### src/rtl/stopwatch_display_scheduler.sv
// Frame scheduler: snapshots the channel bank, runs each channel through the shared
// binary-to-BCD encoder and scans tens/ones onto a multiplexed display. Option: BLANK_LEADING_ZERO_EN.
module stopwatch_display_scheduler #(
    parameter int unsigned N_CH     = 4,
    parameter int unsigned SCAN_DIV = 1000
) (
    input  logic                clock,
    input  logic                reset_n,
    input  logic [4*N_CH-1:0]   ch_value,
    input  logic                freeze,
    output logic [3:0]          enc_in,
    input  logic                enc_tens,
    input  logic [3:0]          enc_ones,
    output logic [2*N_CH-1:0]   digit_sel,
    output logic [3:0]          digit_bcd,
    output logic                blank,
    output logic                frame_done,
    output logic                enc_err
);

    localparam int unsigned CH_W = (N_CH > 1) ? $clog2(N_CH) : 1;
    localparam int unsigned DW_W = (SCAN_DIV > 1) ? $clog2(SCAN_DIV) : 1;
    localparam logic [DW_W-1:0] DWELL_LOAD = DW_W'(SCAN_DIV - 1);
    localparam logic [CH_W-1:0] CH_LAST    = CH_W'(N_CH - 1);

    typedef enum logic [2:0] {
        S_IDLE,
        S_SNAP,
        S_LOAD,
        S_CAPTURE,
        S_TENS,
        S_ONES
    } state_t;

    state_t            state, state_d;
    logic [3:0]        snap [N_CH];
    logic              snap_valid;
    logic [CH_W-1:0]   ch;
    logic [DW_W-1:0]   dwell;
    logic              dwell_done;

    logic              cap_tens;
    logic [3:0]        cap_ones;
    logic              cap_bad;

    logic [3:0]        cur_val;
    logic              enc_fault;
    logic              new_tens;
    logic [3:0]        new_ones;
    logic              show_tens;
    logic              show_bad;

    logic [2*N_CH-1:0] sel_d;
    logic [3:0]        bcd_d;
    logic              blank_d;
    logic              done_d;

    assign dwell_done = (dwell == '0);

    always_comb begin
        cur_val   = snap[ch];
        enc_fault = (enc_ones > 4'd9) || (enc_tens && (cur_val < 4'd10));
        new_tens  = enc_fault ? 1'b0 : enc_tens;
        new_ones  = enc_fault ? 4'd0 : enc_ones;
    end

    always_ff @(posedge clock or negedge reset_n) begin
        if (!reset_n) begin
            state <= S_IDLE;
        end else begin
            state <= state_d;
        end
    end

    // Output registers are loaded from the next state so they line up with the FSM cycle.
    always_comb begin
        state_d   = state;
        sel_d     = '0;
        bcd_d     = '0;
        blank_d   = 1'b1;
        done_d    = 1'b0;
        show_tens = (state == S_CAPTURE) ? new_tens  : cap_tens;
        show_bad  = (state == S_CAPTURE) ? enc_fault : cap_bad;

        case (state)
            S_IDLE:    state_d = S_SNAP;
            S_SNAP:    state_d = S_LOAD;
            S_LOAD:    state_d = S_CAPTURE;
            S_CAPTURE: state_d = S_TENS;
            S_TENS:    if (dwell_done) state_d = S_ONES;
            S_ONES:    if (dwell_done) state_d = (ch == CH_LAST) ? S_SNAP : S_LOAD;
            default:   state_d = S_IDLE;
        endcase

        case (state_d)
            S_SNAP: done_d = (state == S_ONES);
            S_TENS: begin
                sel_d[{ch, 1'b0}] = 1'b1;
                bcd_d             = {3'b000, show_tens};
`ifdef BLANK_LEADING_ZERO_EN
                blank_d           = show_bad || !show_tens;
`else
                blank_d           = show_bad;
`endif
            end
            S_ONES: begin
                sel_d[{ch, 1'b1}] = 1'b1;
                bcd_d             = cap_ones;
                blank_d           = cap_bad;
            end
            default: ;
        endcase
    end

    always_ff @(posedge clock or negedge reset_n) begin
        if (!reset_n) begin
            for (int unsigned i = 0; i < N_CH; i++) snap[i] <= '0;
            snap_valid <= 1'b0;
            ch         <= '0;
            dwell      <= '0;
            enc_in     <= '0;
            cap_tens   <= 1'b0;
            cap_ones   <= '0;
            cap_bad    <= 1'b0;
            enc_err    <= 1'b0;
            digit_sel  <= '0;
            digit_bcd  <= '0;
            blank      <= 1'b1;
            frame_done <= 1'b0;
        end else begin
            if (state == S_SNAP) begin
                ch <= '0;
                if (!freeze || !snap_valid) begin
                    for (int unsigned i = 0; i < N_CH; i++) snap[i] <= ch_value[4*i +: 4];
                    snap_valid <= 1'b1;
                end
            end

            if (state == S_LOAD) enc_in <= snap[ch];

            if (state == S_CAPTURE) begin
                cap_tens <= new_tens;
                cap_ones <= new_ones;
                cap_bad  <= enc_fault;
                if (enc_fault) enc_err <= 1'b1;
            end

            if (state == S_ONES && dwell_done && ch != CH_LAST) ch <= ch + 1'b1;

            if (state == S_CAPTURE || (state == S_TENS && dwell_done)) begin
                dwell <= DWELL_LOAD;
            end else if (!dwell_done) begin
                dwell <= dwell - 1'b1;
            end

            digit_sel  <= sel_d;
            digit_bcd  <= bcd_d;
            blank      <= blank_d;
            frame_done <= done_d;
        end
    end

endmodule

### config.mk
export PLATFORM = sky130hd
export DESIGN_NAME = stopwatch_display_scheduler
export DESIGN_NICKNAME = d
export VERILOG_FILES = /design/src/rtl/stopwatch_display_scheduler.sv
export SDC_FILE = /design/constraint.sdc
export NUM_CORES = 1
export LEC_CHECK = 0
export ABC_CLOCK_PERIOD_IN_PS = 2400
export CAP_MARGIN = 20
export CORE_AREA = 2 2 94 60
export DETAILED_ROUTE_END_ITERATION = 10
export DIE_AREA = 0 0 96 62
export PLACE_DENSITY = 0.76
export SYNTH_ARGS = -nofsm -noshare
export SYNTH_HDL_FRONTEND = slang
export SYNTH_SLANG_ARGS = --single-unit
### constraint.sdc
create_clock -name clock -period 2.4 [get_ports clock]
set_input_delay 0.24 -clock clock [delete_from_list [all_inputs] [get_ports clock]]
set_output_delay 0.24 -clock clock [all_outputs]
set_load 0.05 [all_outputs]
# [Yosys cells after proc, flatten, opt, wreduce, memory -nomap -nowiden]
# Index checks and enable logic that the tools add are counted.
[op_classes] mux=23 bitwise_logic=1 n_addsub=2 n_reduce_logical=16 eq_ne=11 magnitude_cmp=7
[ops] op="$mux W10" n=2
[ops] op="$pmux W3 S6" n=1
[ops] op="$pmux W8 S2" n=1
[ops] op="$eq A3 B3 Y1 const B" n=4
[ops] op="$mux W4" n=3
[ops] op="$logic_not A10 Y1" n=1
[ops] op="$sub A10 B1 Y10 const B" n=1
[ops] op="$bmux W4 S2" n=1
[ops] op="$lt A3 B4 Y1 const B" n=2
[ops] op="$pmux W4 S2" n=1
[ops] op="$eq A3 B1 Y1 const B" n=2
[ops] op="$eq A3 B2 Y1 const B" n=2
[ops] op="$ge A3 B1 Y1 const B" n=2
[ops] op="$logic_and A1 B1 Y1" n=6
[ops] op="$mux W1" n=6
[ops] op="$mux W2" n=3
[ops] op="$mux W3" n=2
[ops] op="$demux W1 S2" n=2
[ops] op="$gt A4 B4 Y1 const B" n=1
[ops] op="$lt A4 B4 Y1 const B" n=1
[ops] op="$reduce_and A2 Y1" n=2
[ops] op="$ge A3 B3 Y1 const B" n=1
[ops] op="$logic_not A3 Y1" n=1
[ops] op="$logic_or A1 B1 Y1" n=3
[ops] op="8 further kinds" n=9
[totals] out_inout_bits=19 register_bits=57

# [Logic depth before layout (Yosys ltp)]
[depth] ltp_word=10 ltp_mapped=6 depth_no_buf=6

# [Least setup slack after synthesis]
# OpenSTA, ideal clock, no wires.
[synth_path] path_type="flip-flop to flip-flop" start="register dwell[0]" end="register digit_bcd[0]" stages_incl_launch_ff=7 setup_slack_ns=0.423 period_less_slack_ns=1.977 n_path_buf=0 setup_ns=0.131 t_arrival_ns=1.845 path_cell_list="dfrtp_1 > inv_1 > ha_1 > or3b_2 > nor3_4 > a211oi_1 > or3_1"
[synth_via] elab_chain_len=5 word_cells_on_any_way=7 classes_between="eq/ne: 2; mux: 4; reduce/logical: 1"
[synth_lines] element="start, declared" line_no="39" rtl="logic [DW_W-1:0] dwell;"
[synth_lines] element="start signal, assigned" line_no="153" rtl="dwell <= dwell - 1'b1;"
[synth_lines] element="$logic_not A10 Y1 *" line_no="58" rtl="assign dwell_done = (dwell == '0);"
[synth_lines] element="$mux W3, on equally long branches" line_no="91, 90"
[synth_lines] element="$pmux W3 S6 *" line_no="85" rtl="case (state)"
[synth_lines] element="$eq A3 B3 Y1" line_no="95" rtl="case (state_d)"
[synth_lines] element="$pmux W4 S2 *" line_no="95"
[synth_lines] element="named net bcd_d[0]" line_no="54" rtl="logic [3:0] bcd_d;"
[synth_lines] element="end signal, assigned" line_no="127" rtl="digit_bcd <= '0;"
[synth_lines] element="end signal, assigned" line_no="157" rtl="digit_bcd <= bcd_d;"
[synth_lines] element="end, declared" line_no="15" rtl="output logic [3:0] digit_bcd,"
# The timed path passes the listed nets; every way through them passes the cells marked *.
# A chain may end at the register's enable or synchronous reset.

# [Worst setup path after layout]
[layout_path] start="register dwell[0]" end="register dwell[4]"
[layout_via] elab_chain_len=4 word_cells_on_any_way=7 classes_between="add/sub: 1; eq/ne: 1; mux: 2; reduce/logical: 3"
[layout_lines] element="parallel branches: the longest is 4 deep, another holds $sub A10 B1 Y10"
# Several ways; the timed one is not identified. The select of a mux whose other input is x is not followed.

==> flow_metrics.tcl <==
set metrics [dict create \
    reg2reg_depth 6 \
    antenna_cells 0 \
    worstPathArrival_ns 2.36 \
    ant_nets 0 \
    setup_violations 0 \
    synth_top_family_by_area "simple AND/OR/NAND/NOR gates" \
    slew_viol_final 0 \
    vdd_drop_max_mv 0.405 \
    finalNetCount 295 \
    stdcell_count 339 \
    clk_pin_slew_ns 0.06 \
    h-tree-depth 3 \
    cts_resized 0 \
    start_kind "flip-flop" \
    grt_pass1_wl_um 7630 \
    max_freq_ghz 0.468 \
    cp-end-kind "flip-flop" \
    muxShareOfSynthArea_pct 13.2 \
    r2r-end "dwell[4]$_DFFE_PN0P_" \
    grt.total_usage_pct 17.9 \
    wl_per_cell_um 14.0 \
    port_buffers 42 \
    min_period_ns 2.14 \
    outcome "finished, final reports clean" \
    drt_iter0_drc 60 \
    total_power_mw 1.90 \
    skew_ns 0.00573 \
    synthCells 213 \
    final_util_pct 61.8 \
    dp_hpwl_um 3510 \
    io_pins 43 \
    grt_start_max_net_pins 30 \
    grt_pass1_vias 1613 \
    drv_cap 0 \
    vias 1754 \
    synth-edff-count 0 \
    drive_gt1_share_pct 19.6 \
    fin_ws_ns 0.262 \
    hp-class "primary input to asynchronous set/reset pin" \
    avgSynthCellArea_um2 11.9 \
    cts_buffers 9 \
    crit_fanout 9 \
    powerDensity_mw_per_mm2 586 \
    fin_setup_tns_ns 0 \
    clkSinkCount 57 \
    period_share_pct 89.1 \
    cp.required_ns 2.62 \
    timing.reg2reg.setup_slack_ns 0.26 \
    rsz0062_at_grt "no" \
    vias_per_cell 5.17 \
    drc 0 \
    synth_ff_type "dfrtp_1" \
    start_util_pct 48.6 \
    ys_seq_area_share_pct 56.2 \
    synth.net_count 242 \
    gp_congestion 0.880 \
    syn_to_final_growth_pct 27.1 \
    synth_fa_ha_area_share_pct 2.46 \
    worstSkewPairLatency_ns 0.33 \
    cts_buffer_depth 2 \
    p_leak_nw 1.35 \
    synth_compound_area_share_pct 8.56 \
    wl_um 4760 \
    finish.instance_area_mm2 0.00323 \
    cts_tree "built" \
    synth_xor_area_share_pct 1.38 \
    synth_seq_cells 57 \
    worst_slew_pin_slew_ns 0.708 \
    firstDrtPassIters 4 \
    fp.coreArea_mm2 0.00523 \
    dpl_cell_area_mm2 0.00306 \
    cts-root-buf "clkbuf_8" \
    postCtsSetupBuffers 0 \
    antenna_found_initial 0 \
    reg2reg_from "dwell[0]$_DFFE_PN0P_" \
    hold_buffers 1 \
    place_ws_ns 0.271 \
    synth-simple-area-share_pct 16.0 \
    dp.cells 323 \
    relSlewSlack_pct 52.7 \
    die_area_mm2 0.00595 \
    synthesis.area_mm2 0.00254 \
    ys_async_sr_fraction_pct 100 \
    ys_warn_count 0 \
    hold_viol 0 \
    die_y_um 62 \
    grt_remaining_overflow 0 \
    critical_path_class "flip-flop to flip-flop" \
    hold_ws_ns 0.454 \
    fp.dieW_um 96 \
    ys_types 45 \
    rows 21 \
]
where the power goes:
part	switching, mW	internal (mW)	leakage (nW)	total, mW
Combinational	0.0691	0.0733	0.585	0.142
Clock	0.354	0.393	0.0822	0.747
Sequential	0.0145	0.991	0.685	1.01
Total	0.438	1.46	1.35	1.90
critical path: stages, from the launching register on:
cell and delay, ns:
dfrtp_1 0.39, inv_1 0.10, ha_1 0.24, or3b_2 0.55
nor3_4 0.29, a21oi_1 0.25, and2_1 0.21
cell families after synthesis:
family,after synthesis
compound gates,33
xor+xnor,4
fa+ha+maj,5
buf+inv,14
flops,57
mux,26
simple gates,74
layout make-up:
class | count | area [um2]
fillers | 430 | 2000
flip-flops and latches | 57 | 1430
multi-input cells | 142 | 1060
repair buffers | 49 | 470
clock buffers | 12 | 145
well taps | 69 | 86.3
inverters | 7 | 26.3
clock inverters | 3 | 17.5
worst max-delay path by stage:
stage                          from                     end
6_report       dwell[0]$_DFFE_PN0P_    dwell[4]$_DFFE_PN0P_
3_3_place_gp   dwell[0]$_DFFE_PN0P_    dwell[4]$_DFFE_PN0P_
5_1_grt        dwell[0]$_DFFE_PN0P_  digit_sel[3]$_DFF_PN0_
2_1_floorplan  dwell[0]$_DFFE_PN0P_  digit_bcd[0]$_DFF_PN0_
3_5_place_dp   dwell[0]$_DFFE_PN0P_    dwell[4]$_DFFE_PN0P_
4_1_cts        dwell[0]$_DFFE_PN0P_    dwell[4]$_DFFE_PN0P_
layout by cell type, fill, tap and decap left out, types with 6 or more instances in the layout:
| cell type | n |
|---|---|
| a21oi_1 | 11 |
| and2_1 | 8 |
| buf_4 | 6 |
| clkbuf_8 | 10 |
| clkdlybuf4s50_1 | 41 |
| dfrtp_1 | 56 |
| inv_1 | 7 |
| mux2_2 | 21 |
| nand2_1 | 21 |
| nand2b_1 | 6 |
| nor2_1 | 10 |
| o21ai_0 | 7 |
state kept, by name (all words and copies together), names as in the netlist:
register / flops
digit_bcd: 4
state: 3
enc_err: 1
snap_valid: 1
digit_sel: 8
cap_ones: 4
blank: 1
cap_bad: 1
cap_tens: 1
enc_in: 4
dwell: 10
snap: 16
frame_done: 1
ch: 2
per-layer routing:
metal	track usage, %	vias up	share of wire (%)
li1	-	857	-
met1	24.4	844	49
met2	26.1	47	43
met3	8.44	6	6.2
met4	4.90	0	0.92
met5	0	-	0
synthesized netlist by cell type (2+ instances only):
master	instances	area [um2]
xnor2_1	4	35.0
or4_1	2	15.0
or2_2	3	18.8
nand4_1	2	12.5
mux2_2	21	236
nor2_1	10	37.5
o211ai_1	2	15.0
nand2b_1	6	37.5
mux4_2	4	90.1
inv_1	7	26.3
dfrtp_1	56	1400
nor3b_1	3	22.5
nand3_1	2	10.0
o21ai_0	7	35.0
nor2b_1	3	18.8
buf_2	3	15.0
nor3_1	4	20.0
and3_1	2	12.5
a21oi_1	11	55.1
clkbuf_1	4	15.0
ha_1	5	62.6
and2_1	8	50.1
a21o_1	2	15.0
nand2_1	21	78.8
Power figures use the tool's default switching activity.
